File: src/rtl/distance_filter.sv
// distance_filter
//   Moving-average filter for pulse-width distance measurements, with a
//   proximity alarm that uses hysteresis.
//   Each accepted sample goes into a DEPTH-entry ring buffer, and a running
//   sum is updated incrementally. Once DEPTH samples are held, every new
//   sample produces a floor mean two cycles after its strobe.
//
// Ports
//   clk          : single clock; all logic runs on its rising edge
//   reset        : synchronous active-low reset
//   distance     : raw 16-bit measurement, qualified by sample_valid
//   sample_valid : one-cycle strobe; distance is valid in the same cycle
//   flush        : synchronous clear of history and of in-flight results
//   avg_distance : filtered (mean) distance
//   avg_valid    : one-cycle strobe marking a new avg_distance
//   filled       : high once DEPTH samples are held since reset/flush
//   near         : proximity alarm; sets below NEAR_THRESH and releases at
//                  NEAR_THRESH + NEAR_HYST or above
module distance_filter #(
   parameter int          DEPTH       = 8,
   parameter logic [15:0] NEAR_THRESH = 16'd100,
   parameter logic [15:0] NEAR_HYST   = 16'd10
) (
   input  logic        clk,
   input  logic        reset,
   input  logic [15:0] distance,
   input  logic        sample_valid,
   input  logic        flush,
   output logic [15:0] avg_distance,
   output logic        avg_valid,
   output logic        filled,
   output logic        near
);

   localparam int DATA_W = 16;
   localparam int SH     = $clog2(DEPTH);
   localparam int SUM_W  = DATA_W + SH;
   localparam int PTR_W  = SH;
   localparam int CNT_W  = $clog2(DEPTH + 1);

   localparam logic [PTR_W-1:0] PTR_LAST  = PTR_W'(DEPTH - 1);
   localparam logic [CNT_W-1:0] CNT_FULL  = CNT_W'(DEPTH);
   localparam logic [CNT_W-1:0] CNT_PRE   = CNT_W'(DEPTH - 1);
   // Computed one bit wider so that the release level cannot wrap.
   localparam logic [DATA_W:0]  NEAR_REL  = {1'b0, NEAR_THRESH} + {1'b0, NEAR_HYST};

   // The floor mean of the window. DEPTH is a power of two, so the divide
   // reduces to dropping the low SH bits of the sum.
   function automatic logic [DATA_W-1:0] floor_mean(input logic [SUM_W-1:0] s);
      return s[SUM_W-1:SH];
   endfunction

   logic [DATA_W-1:0] ring [DEPTH];
   logic [PTR_W-1:0]  wr_ptr;
   logic [CNT_W-1:0]  count;
   logic [SUM_W-1:0]  sum_p1;
   logic              vld_p1;
   logic [DATA_W-1:0] mean_p1;
   logic              accept;

   assign accept  = sample_valid && !flush;
   assign mean_p1 = floor_mean(sum_p1);

   // ---- stage 1: ring write, running sum, fill count ----
   // The sum cannot underflow: the entry being replaced is always one of
   // the addends already in the sum (a cleared slot holds zero).
   always_ff @(posedge clk) begin
      if (!reset || flush) begin
         for (int i = 0; i < DEPTH; i++) ring[i] <= '0;
         wr_ptr <= '0;
         count  <= '0;
         filled <= 1'b0;
         sum_p1 <= '0;
         vld_p1 <= 1'b0;
      end else begin
         vld_p1 <= sample_valid;
         if (sample_valid) begin
            sum_p1         <= sum_p1 + SUM_W'(distance) - SUM_W'(ring[wr_ptr]);
            ring[wr_ptr]   <= distance;
            wr_ptr         <= (wr_ptr == PTR_LAST) ? '0 : wr_ptr + 1'b1;
            if (count != CNT_FULL) count <= count + 1'b1;
            if (count >= CNT_PRE) filled <= 1'b1;
         end
      end
   end

   // ---- stage 2: mean register, result strobe, hysteretic alarm ----
   // A flush cancels a result that is due, but avg_distance and near keep
   // their last values.
   always_ff @(posedge clk) begin
      if (!reset) begin
         avg_distance <= '0;
         avg_valid    <= 1'b0;
         near         <= 1'b0;
      end else if (flush) begin
         avg_valid <= 1'b0;
      end else begin
         avg_valid <= vld_p1 && filled;
         if (vld_p1 && filled) begin
            avg_distance <= mean_p1;
            if (mean_p1 < NEAR_THRESH)
               near <= 1'b1;
            else if ({1'b0, mean_p1} >= NEAR_REL)
               near <= 1'b0;
         end
      end
   end

   // accept is a named qualifier used only for readability of intent.
   logic unused_ok;
   assign unused_ok = accept;

endmodule

File: config.mk
export PLATFORM = sky130hd
export DESIGN_NAME = distance_filter
export DESIGN_NICKNAME = d
export VERILOG_FILES = /design/src/rtl/distance_filter.sv
export SDC_FILE = /design/constraint.sdc
export NUM_CORES = 1
export LEC_CHECK = 0
export BUFFER_PORTS_ARGS = -buffer_cell sky130_fd_sc_hd__buf_4
export CAP_MARGIN = 20
export CORE_MARGIN = 5
export CORE_UTILIZATION = 25
export CTS_CLUSTER_SIZE = 20
export DETAILED_ROUTE_END_ITERATION = 8
export SLEW_MARGIN = 25
export SYNTH_ARGS = -nofsm -noshare
export SYNTH_HDL_FRONTEND = slang
export SYNTH_SLANG_ARGS = --single-unit
File: constraint.sdc
create_clock -name clk -period 11.2 [get_ports clk]
set_input_delay 2.24 -clock clk [delete_from_list [all_inputs] [get_ports clk]]
set_output_delay 2.24 -clock clk [all_outputs]
set_load 0.005 [all_outputs]
# Yosys cells after proc, flatten, opt, wreduce, memory -nomap -nowiden
# Memories as Yosys holds them, arrays and structs flattened. A register that Yosys moved wholly into a read port is not among the register bits.
# Cells that the tools add are included.
dict set report classes {
  n_mux 13
  n_mul 0
  shift 0
  n_div 0
  n_lt_le_gt_ge 3
  add_sub_neg 4
  bitwise 2
  n_eq_ne 2
  n_reduce_logical 10
}
# op n
set ops {}
lappend ops {{adder 19 x 16 -> 19 bit} 1}
lappend ops {{subtractor 19 x 16 -> 19 bit} 1}
lappend ops {{>= comparator 16 x 7 -> 1 bit (second input constant)} 1}
lappend ops {{less-than comparator 16 x 7 -> 1 bit (second input constant)} 1}
lappend ops {{two-way mux 16 bit} 1}
lappend ops {{OR reduction 16 bit} 1}
lappend ops {{two-way mux 3 bit} 4}
lappend ops {{two-way mux 1 bit} 8}
lappend ops {{AND reduction 2 bit} 3}
lappend ops {{adder 4 x 1 -> 4 bit (second input constant)} 1}
lappend ops {{>= comparator 4 x 3 -> 1 bit (second input constant)} 1}
lappend ops {{!= test 4 bit (second input constant)} 1}
lappend ops {{adder 3 x 1 -> 3 bit (second input constant)} 1}
lappend ops {{equality test 3 bit (second input constant)} 1}
lappend ops {{AND reduction 3 bit} 1}
lappend ops {{inverter 1 bit} 2}
lappend ops {{nonzero test 2 bit} 1}
lappend ops {{OR reduction 2 bit} 1}
lappend ops {{logical AND 1 bit} 1}
lappend ops {{zero test 1 bit} 1}
lappend ops {{logical OR 1 bit} 1}
dict set report word_totals {
  regBits 46
  n_memories 1
  rom_bits 0
  out_inout_bits 19
  ram_bits 128
  latchBits 0
  word_cells 43
}
# memory words width rd rd_clocked_by_memory_dff write_ports line_no
set memory_table {}
lappend memory_table {ring 8 16 1 1 8 53} ;# logic [DATA_W-1:0] ring [DEPTH];

# Logic depth before layout (Yosys ltp)
# Gate-level depths: netlist of run 1.
dict set report logic_depth {
  ltp_word 6
  depth_mapped 14
  ltp_nobuf 12
}

# Worst setup path before layout of run 1
# OpenSTA, ideal clock, no wires.
dict set report synth_path {
  path_type {input -> register}
  from {input port distance[1]}
  to {register sum_p1[10]}
  setup_slack_ps 6595
  arrival_time_ps 4518
  path_stages 10
  path_buffers 0
  path_cell_list {clkinv_1 -> fa_1 -> inv_1 -> fa_1 -> a21o_1 -> nand4_1 -> a21oi_1 -> a211oi_1 -> mux2_1 -> o31ai_1}
}
dict set report synth_via {
  elab_chain_len 2
}
# item line_no
set synth_lines {}
lappend synth_lines {{start: declaration} 26} ;# input logic [15:0] distance,
lappend synth_lines {{adder 19 x 16 -> 19 bit} 78} ;# sum_p1 <= sum_p1 + SUM_W'(distance) - SUM_W'(ring[wr_ptr]);
lappend synth_lines {{subtractor 19 x 16 -> 19 bit} 78}
lappend synth_lines {{end signal: assignment} 78}
lappend synth_lines {{end: declaration} 56} ;# logic [SUM_W-1:0] sum_p1;
# Every way passes these cells.
# A chain may end at the register's enable or synchronous reset.

==> reports/results.ini, run 1 <==
[yosys]
synth_fp_nets=841
synth_area_per_cell_um2=11.8
synth_top_area_cell=edfxtp_1
synth_top_cell_area_share_pct=41.9
yosysUniqueCellTypes=61
ys.flop_type=edfxtp_1
synth.most_common_cell=edfxtp_1
synth_area_leaders=edfxtp_1 (42%), dfxtp_1 (11%), mux4_2 (7.9%)
synth_common_cells=edfxtp_1 (128), nor4_1 (57), inv_1 (56), nor3_1 (50)
synthArstFlopShare_pct=0
netlist_area_um2=9170
postSynthCellCount=779
synth_edf_count=128
ys_seq_area_share_pct=52.6
yosys_register_bits=177
yosysWarningCount=0

[route]
wl_per_cell_um=17.6
dr_total_vias=6132
antenna_left=0
drtPass1Iterations=5
drc=0
wl_um=22400
via_per_inst=4.81
drtIter0Drc=537

[floorplanning]
dieArea_um2=40600
io_pins=39
start_util_pct=25.2
rows=70
die_y_um=202
core_um2=36400
die_w_um=202

[critical_path]
critPathArrivalTime_ps=4780
cpPeakStageDelay_ps=790
crit_top_cell=buf_4
cpMaxStageDelayCell=nand2b_1
cp.depth=8
reg2reg_depth=12
end_kind=register
critical_path_class=in -> reg
path_buf_inv=3
critPathMaxFanout=63
crit_path_cell_trace=buf_4, nor2b_4, nand2_1, inv_1, nand2_2, buf_4, nor3_1, nand2b_1
start_kind=primary input
crit_start=reset
critPathTopFamily=simple AND/OR/NAND/NOR gates
worstPathRequired_ps=11250

[cells_and_area]
syn_to_final_growth_pct=14.7
finalNetCount=855
utilization_pct=28.9
num_antenna_cells=0
layout-drive-gt1-share_pct=17.9

[hold_path]
hp-class=reg -> reg
hold_path_depth=2
hp-start=avg_distance[12]$_SDFFE_PN0P_

[power]
power.density_nw_per_um2=161
vdd_drop_max_v=0.000112
leakage_nw=3.77

[grt]
grt_pass1_wl_um=36200
grt_pass1_vias=6289
overflow=0
grt_use_total_pct=11.3
grt_max_degree=64
antenna_found_initial=0

[clock_network]
ctsHoldBuffers=0
root_buffer=clkbuf_16
cts_buffers=17
h-tree-depth=4
clock_sinks=177
path_clk_slew_ps=70
clock_path_buffers=2
insertion_delay_ps=440
cts_tree=done
cts_resized=0
post-cts-setup-buffer-count=0

[place]
hpwl_um=14600
port_buffers=38
gp_congestion=0.836

[timing]
hold_violations=0
finalClockSkew_ps=18.6
clock.fmax_mhz=211
slew_violations=0
rsz0062_at_grt=no
post-route-min-period_ps=4730
fin_tns_setup_ps=0
fin_crit_sh_pct=42.2
setup_viol=0
relSlewSlack_pct=31.6
tightestPinTransition_ps=1030

[status]
status=completed

[run]
max_cap_viol_count=0

[stage by stage]
step | cell area, um^2 | power, mW | setup WS, ps | hold slack, ps | instances
2_1_floorplan | 9170 | 1.00 | 6590 | 441 | 779
6_report | 10500 | 1.69 | 6470 | 462 | 1274
3_3_place_gp | 9920 | 1.09 | 6020 | 450 | 1242
3_5_place_dp | 9920 | 1.09 | 5990 | 457 | 1242
5_1_grt | 10500 | 1.78 | 6170 | 499 | 1274
4_1_cts | 10500 | 1.70 | 6430 | 466 | 1274
[per-layer routing]
metal	wire length (um)	vias to the layer above	track usage, %
li1	-	2898	-
met5	0	-	0
met1	10000	3061	15.0
met2	11000	153	18.9
met3	1120	20	2.51
met4	228	0	2.44
[power by group]
| group | internal [mW] | total [mW] | leakage [nW] | switching [mW] |
|---|---|---|---|---|
| logic | 0.127 | 0.331 | 1.66 | 0.204 |
| clock network | 0.337 | 0.614 | 0.284 | 0.277 |
| registers | 0.731 | 0.747 | 1.82 | 0.0164 |
| total | 1.19 | 1.69 | 3.77 | 0.498 |
[layout by cell type (no fill, tap or decap), types with 3 or more instances in the layout]
master / count
edfxtp_1: 128
a211oi_1: 4
ha_1: 26
nor3_1: 50
a31oi_1: 4
o21ai_0: 5
or3_1: 4
o31ai_1: 3
nand4_1: 7
inv_6: 3
xor2_1: 5
mux2i_1: 11
mux4_2: 32
clkinv_1: 15
o311ai_1: 3
nor2_1: 30
clkinvlp_4: 3
o211ai_1: 5
a21o_1: 7
clkbuf_16: 17
nand2_1: 48
mux2_2: 15
nand2b_1: 6
and2_1: 32
xnor2_1: 6
a21boi_0: 16
inv_8: 3
buf_4: 52
fa_1: 16
nand3b_1: 4
nor4_1: 57
a21oi_1: 21
o21ai_1: 6
nor3b_1: 3
nand3_1: 15
inv_1: 56
dfxtp_1: 48
[state kept, by name, indices dropped and copies added, names as in the netlist, named ones only]
signal	flops
near	1
avg_distance	16
avg_valid	1
filled	1
ring	128
count	4
vld_p1	1
wr_ptr	3
sum_p1	19
[cell families (layout without fill, tap and decap cells)]
family / count (synthesis) / count (layout) / synth area share (%)
DFF: 177 / 177 / 52.6
AOI/OAI and AO/OA: 94 / 94 / 7.19
buffers and inverters: 127 / 154 / 5.43
and+or+nand+nor: 268 / 268 / 15.6
xor gates and xnor gates: 11 / 11 / 1.05
muxes: 60 / 60 / 11.1
adders and majority gates: 42 / 42 / 7.04
[path summary, 6_finish.rpt]
kind	endpoint	slack, ps
setup / recovery	ring[4][9]$_SDFFCE_PN0P_	6470
hold / removal	avg_distance[12]$_SDFFE_PN0P_	460
setup reg to reg	sum_p1[10]$_SDFFE_PP0P_	6950
hold reg to reg	avg_distance[12]$_SDFFE_PN0P_	460
[layout make-up]
class,instances,area (um^2)
well taps,468,586
clock inverters,14,171
repair buffers,52,390
inverters,70,263
clock buffers,18,429
fillers,3740,25900
flip-flops and latches,177,4830
multi-input cells,475,3860
[worst register-to-register path: stages, from the launching register on]
cell      delay [ps]
dfxtp_2          400
buf_4            540
mux4_2           600
mux2_2           300
fa_1             490
inv_1             70
fa_1             460
a21o_1           220
nand4_1          200
a21oi_1          110
a211oi_1         370
mux2_1           360
o31ai_1           60
(Power assumes the default switching activity.)
==> inputs of run 2 (changes only) <==
- ABC_AREA: default -> 1
- clock period: 11.2 -> 4.5 ns (I/O delays scaled with it)
==> run 2 against run 1 <==
Net effect: utilization increased by 0.32 points; register-to-register slack got worse by 6000 ps; worst setup slack got worse by 5500 ps; area after synthesis decreased by 2.1%; first-iteration DRC count increased by 6.9%; sequential power increased by 150%; hold slack improved by 8.3 ps; synthesized cell count increased by 29%; total power increased by 150%; die area decreased by 2.0%; via count increased by 13%; design area decreased by 1.5%; critical path type is now reg -> reg.
==> reports/results.ini, run 2 <==
[status]
status=completed

[yosys]
synth_common_cells=nor2_1 (268), edfxtp_1 (128), inv_1 (107), o21ai_0 (106), nand2_1 (96)
yosysWarningCount=0  ; unchanged
synth_fp_nets=1067  ; +27%
ys_seq_area_share_pct=53.7  ; +1.1 points
synth_area_per_cell_um2=8.93  ; -24%
synth_top_area_cell=edfxtp_1
synth_area_leaders=edfxtp_1 (43%), nor2_1 (11%), dfxtp_1 (11%)
netlist_area_um2=8980  ; -2.1%
ys.flop_type=edfxtp_1
yosys_register_bits=177  ; unchanged
synth_edf_count=128  ; unchanged
synth_top_cell_area_share_pct=42.8  ; +0.91 points
postSynthCellCount=1005  ; +29%
synthArstFlopShare_pct=0  ; unchanged
synth.most_common_cell=nor2_1
yosysUniqueCellTypes=31  ; -49%

[clock_network]
h-tree-depth=4  ; unchanged
cts_buffers=17  ; unchanged
clock_sinks=177  ; unchanged
insertion_delay_ps=450  ; about the same
path_clk_slew_ps=80  ; about the same
cts_resized=0  ; unchanged
clock_path_buffers=2  ; unchanged
post-cts-setup-buffer-count=0  ; unchanged
cts_tree=done
ctsHoldBuffers=0  ; unchanged
root_buffer=clkbuf_16

[grt]
grt_pass1_wl_um=36700  ; +1.2%
grt_pass1_vias=6728  ; +7.0%
grt_max_degree=64  ; unchanged
antenna_found_initial=1  ; +1
overflow=0  ; unchanged
grt_use_total_pct=11.9  ; +0.65 points

[floorplanning]
die_y_um=200  ; -1.0%
die_w_um=200  ; -1.0%
dieArea_um2=39800  ; -2.0%
rows=69  ; -1.4%
core_um2=35500  ; -2.6%
start_util_pct=25.3  ; +0.13 points
io_pins=39  ; unchanged

[timing]
fin_crit_sh_pct=78.2
tightestPinTransition_ps=955  ; -71.2 ps
slew_violations=0  ; unchanged
fin_ws_ps=983  ; -5490 ps
rsz0062_at_grt=no
finalClockSkew_ps=26.7  ; +8.14 ps
hold_violations=0  ; unchanged
fin_tns_setup_ps=0  ; unchanged
clock.fmax_mhz=284
hold_ws_ps=471  ; +8.30 ps
setup_viol=0  ; unchanged
relSlewSlack_pct=36.2  ; +4.7 points
post-route-min-period_ps=3520

[critical_path]
start_kind=register
critPathTopFamily=adder cells
path_buf_inv=4  ; +1
critPathMaxFanout=17  ; -73%
cpPeakStageDelay_ps=550  ; -240 ps
critPathArrivalTime_ps=3870  ; -910 ps
crit_path_cell_trace=inv_1, buf_4, nor2_1, o21ai_0, a31oi_1, fa_1, inv_1, fa_1, nand3_1, nand3_1, nand2_1, nand2_1, nand2_1, nand2_1, nand2_1, nand3_1, nand2_1, inv_1
critical_path_class=reg -> reg
worstPathRequired_ps=4850  ; -6400 ps
crit_top_cell=nand2_1
cpMaxStageDelayCell=fa_1
end_kind=register

[cells_and_area]
largest_reg_flops=128  ; unchanged
largest_register=ring
layout-drive-gt1-share_pct=9.75  ; -8.1 points
largestRegisters=ring x128, sum_p1 x19, avg_distance x16
final_cell_mix=nor2_1 (267), edfxtp_1 (128), inv_1 (107)
layout_commonest_cell=nor2_1
syn_to_final_growth_pct=15.4
finalNetCount=1095  ; +28%

[route]
via_per_inst=4.59  ; -4.6%
wl_um=23500  ; +4.7%
dr_total_vias=6927  ; +13%
drc=0  ; unchanged
drtPass1Iterations=6  ; +1
antenna_left=0  ; unchanged
wl_per_cell_um=15.6  ; -12%
drtIter0Drc=574  ; +6.9%

[place]
gp_congestion=0.880  ; +5.4%
port_buffers=38  ; unchanged
hpwl_um=15500  ; +6.1%
pre_cts_slack_ps=1060  ; -4930 ps

[power]
power.density_nw_per_um2=405  ; +150%
leakage_nw=4.54  ; +20%
vdd_drop_max_v=0.000254  ; +130%

[hold_path]
hp-class=reg -> reg

[run]
max_cap_viol_count=0  ; unchanged

==> run 2: changes by cell type in the layout (fill, tap and decap cells not counted), moves of 16 or more <==
| cell | change |
|---|---|
| a21oi_1 | +34 |
| nor2_1 | +237 |
| o21ai_0 | +101 |
| and2_1 | -31 |
| nor3_1 | -46 |
| a21boi_0 | -16 |
| inv_1 | +51 |
| nor4_1 | -57 |
| mux4_2 | -32 |
| nand2_1 | +48 |
==> run 2: final cells by class <==
cell class	count	area, um^2
well taps	461	577
fillers	3656	25100
clock inverters	15	184
repair buffers	50	400
multi-input cells	661	3470
clock buffers	17	425
flip-flops and latches	177	4830
inverters	126	473
diodes	1	2.50
==> run 2: kinds of logic after synthesis <==
logic type | count (synthesis) | synth area share, %
XOR/XNOR | 8 | 0.780
AO/OA/AOI/OAI | 196 | 11.5
flip-flops | 177 | 53.7
AND/OR/NAND/NOR | 415 | 19.1
adder cells (fa/ha/maj) | 42 | 7.19
buffers and inverters | 167 | 7.68
==> run 2: where the power goes <==
| group | internal [mW] | switching, mW |
|---|---|---|
| sequential | 1.81 | 0.0247 |
| clock | 0.758 | 0.753 |
| combinational | 0.281 | 0.560 |
| total | 2.85 | 1.34 |
==> run 2: path summary, 6_finish.rpt <==
kind | start | to | slack (ps) | cells past startpoint
worst max-delay path | register | sum_p1[12]$_SDFFE_PP0P_ | 980 | 18
worst min-delay path | sum_p1[0]$_SDFFE_PP0P_ | sum_p1[0]$_SDFFE_PP0P_ | 470 | 2
worst min register to register | sum_p1[0]$_SDFFE_PP0P_ | sum_p1[0]$_SDFFE_PP0P_ | 470 | 2
worst max register to register | register | sum_p1[12]$_SDFFE_PP0P_ | 980 | 18
==> run 2: worst min-delay path, cell delays in order (launching register included) <==
cell and delay, ps:
dfxtp_1 300, inv_1 60, a21oi_1 60
==> run 2: metrics by stage <==
| step | std cells | util (%) | power (mW) | instance area, um^2 |
|---|---|---|---|---|
| 3_3_place_gp | 1475 | 27.5 | 2.70 | 9740 |
| 2_1_floorplan | 1005 | - | 2.48 | 8980 |
| 5_1_grt | 1507 | 29.2 | 4.41 | 10400 |
| 4_1_cts | 1507 | 29.2 | 4.22 | 10400 |
| 3_5_place_dp | 1475 | 27.5 | 2.71 | 9740 |
| 6_report | 1508 | 29.2 | 4.19 | 10400 |
==> run 2: layer usage <==
metal  global-route usage, %  up-vias  routed length (um)
met2                    20.0      201               11600
met5                       0        -                   0
met3                    2.46       49                1180
met4                    5.41        0                 806
met1                    14.8     3317                9860
li1                        -     3360                   -
==> inputs of run 3 (changes only) <==
- clock period: 4.5 -> 3.2 ns (I/O delays scaled with it)
==> run 3 against run 2 <==
Net effect: design area up 4.6%; register-to-register slack worse by 810 ps; critical endpoint is now sum_p1[18]$_SDFFE_PP0P_; critical path depth up 3; cell count up 2.1%; sequential share of layout area down 2.0 points; utilization up 1.4 points; die area unchanged; combinational power up 58%; global-route usage up 0.14 points; hold slack better by 2.4 ps.
==> reports/results.ini, run 3 (synthesis results as in run 2) <==
[cells_and_area]
layout-drive-gt1-share_pct=15.6  ; +5.8 points
largestRegisters=ring x128, sum_p1 x19, avg_distance x16
nFillCells=3658  ; +0.055%
final_cell_mix=nor2_1 (267), edfxtp_1 (128), inv_1 (107)
largest_reg_flops=128  ; unchanged
ff_latch_area_um2=4830  ; about the same
multi_input_area_um2=3620  ; +4.3%
finalNetCount=1127  ; +2.9%
layout.cells.non_filler=1539  ; +2.1%
num_antenna_cells=0  ; -1
final_area_um2=10800  ; +4.6%
layout_commonest_cell=nor2_1
syn_to_final_growth_pct=20.7
largest_register=ring

[floorplanning]
core_um2=35500  ; unchanged
die_y_um=200  ; unchanged
rows=69  ; unchanged
io_pins=39  ; unchanged
die_w_um=200  ; unchanged
start_util_pct=25.3  ; unchanged
dieArea_um2=39800  ; unchanged

[critical_path]
cpPeakStageDelay_ps=460  ; -90 ps
critPathMaxFanout=16  ; -1
critPathArrivalTime_ps=3370  ; -500 ps
worstPathRequired_ps=3540  ; -1310 ps
cpMaxStageDelayCell=fa_1
critical_path_class=reg -> reg
crit_path_cell_trace=inv_1, buf_6, o21ai_0, o22ai_1, nor2_1, a31oi_1, fa_1, inv_1, ha_1, nand2_2, inv_1, nand2_1, nand2_1, nand2_1, nand2_1, nor2_1, nand2_1, nand2_1, nand3_1, nand2_1, inv_1
start_kind=register
end_kind=register
crit_top_cell=nand2_1

[place]
dp.cells=1505  ; +2.0%
gp_congestion=0.843  ; -4.3%
hpwl_um=16500  ; +7.0%
pre_cts_slack_ps=68.8  ; -990 ps
port_buffers=38  ; unchanged
dpl-instance-area_um2=9990  ; +2.6%

[grt]
grt_use_total_pct=12.1  ; +0.14 points
grt_pass1_vias=6779  ; +0.76%
grt_pass1_wl_um=37100  ; +1.3%
antenna_found_initial=0  ; -1
grt_max_degree=41  ; -36%
overflow=0  ; unchanged

[timing]
finalClockSkew_ps=13.1  ; -13.7 ps
fin_tns_setup_ps=0  ; unchanged
rsz0062_at_grt=yes
fin_crit_sh_pct=94.5  ; +16 points
clock.fmax_mhz=331  ; +16%
hold_violations=0  ; unchanged
setup_viol=0  ; unchanged
slew_violations=0  ; unchanged
hold_ws_ps=473  ; +2.45 ps
relSlewSlack_pct=72.1  ; +36 points
tightestPinTransition_ps=418  ; -538 ps
post-route-min-period_ps=3020  ; -494 ps
fin_ws_ps=177  ; -806 ps

[clock_network]
root_buffer=clkbuf_16
h-tree-depth=4  ; unchanged
clock_sinks=177  ; unchanged
cts_tree=done
clock_path_buffers=2  ; unchanged
cts_buffers=17  ; unchanged
path_clk_slew_ps=80  ; about the same
post-cts-setup-buffer-count=0  ; unchanged
insertion_delay_ps=450  ; about the same

[hold_path]
hp-class=reg -> reg
hp-start=sum_p1[0]$_SDFFE_PP0P_

[power]
leakage_nw=4.75  ; +4.5%
power.density_nw_per_um2=552  ; +37%
vdd_drop_max_v=0.000367  ; +45%

[run]
max_cap_viol_count=0  ; unchanged

[route]
drc=0  ; unchanged
wl_per_cell_um=15.7  ; +1.0%
antenna_left=0  ; unchanged
via_per_inst=4.58  ; -0.33%
wl_um=24200  ; +3.1%
drtPass1Iterations=5  ; -1
dr_total_vias=7046  ; +1.7%
drtIter0Drc=644  ; +12%

[status]
status=completed

## run 3: cell types whose count changed in the layout (fill, tap and decap cells not counted), sizes merged
cell / previous run / this run
clkinv: 22 / 24
clkbuf: 17 / 19
buf: 50 / 80
inv: 119 / 116
clkinvlp: 0 / 1
diode: 1 / 0
## run 3: timing repair
action / 4_1_cts / 5_1_grt
setup endpoints to repair: 0 / 14
gates resized for setup: 0 / 53
hold buffers: 0 / 0
## run 3: area by class of cell
type                       count  share of cell area (%)
clock inverter                15                    1.58
multi-input combinational    661                    33.4
sequential                   177                    44.6
tap                          461                    5.32
inverter                     126                    4.39
timing repair buffer          82                    6.82
clock buffer                  17                    3.92
## run 3: report_power, final
group	switching, mW	leakage [nW]	total, mW	internal [mW]
sequential	0.0352	1.83	2.58	2.55
clock	1.03	0.288	2.07	1.05
combinational	0.841	2.63	1.33	0.486
total	1.90	4.75	5.99	4.08
## run 3: stage by stage
step | total power [mW] | utilization (%)
after global placement | 3.85 | 28.2
after CTS | 5.94 | 29.8
after detailed placement | 3.86 | 28.2
final | 5.99 | 30.5
after floorplan | 3.49 | -
after global routing | 6.31 | 30.5
## run 3: per-layer routing
layer / global-route usage [%] / vias up / wire length, um
li1: - / 3434 / -
met1: 15.1 / 3378 / 10200
met2: 20.7 / 197 / 12100
met3: 2.14 / 37 / 1120
met4: 4.83 / 0 / 710
met5: 0 / - / 0
## run 3: worst paths after layout
check,endpoint,slack (ps),depth (start not counted)
worst min-delay path,sum_p1[0]$_SDFFE_PP0P_,470,2
worst max-delay path,sum_p1[18]$_SDFFE_PP0P_,180,21
worst max register to register,sum_p1[18]$_SDFFE_PP0P_,180,21
worst min register to register,sum_p1[0]$_SDFFE_PP0P_,470,2
## run 3: worst max-delay path, delay by kind of cell (launching register included)
family	cells	cell delay (ps)
buffers and inverters	5	490
DFF	1	350
AOI/OAI and AO/OA	3	490
adders and majority gates	2	770
and+or+nand+nor	11	820
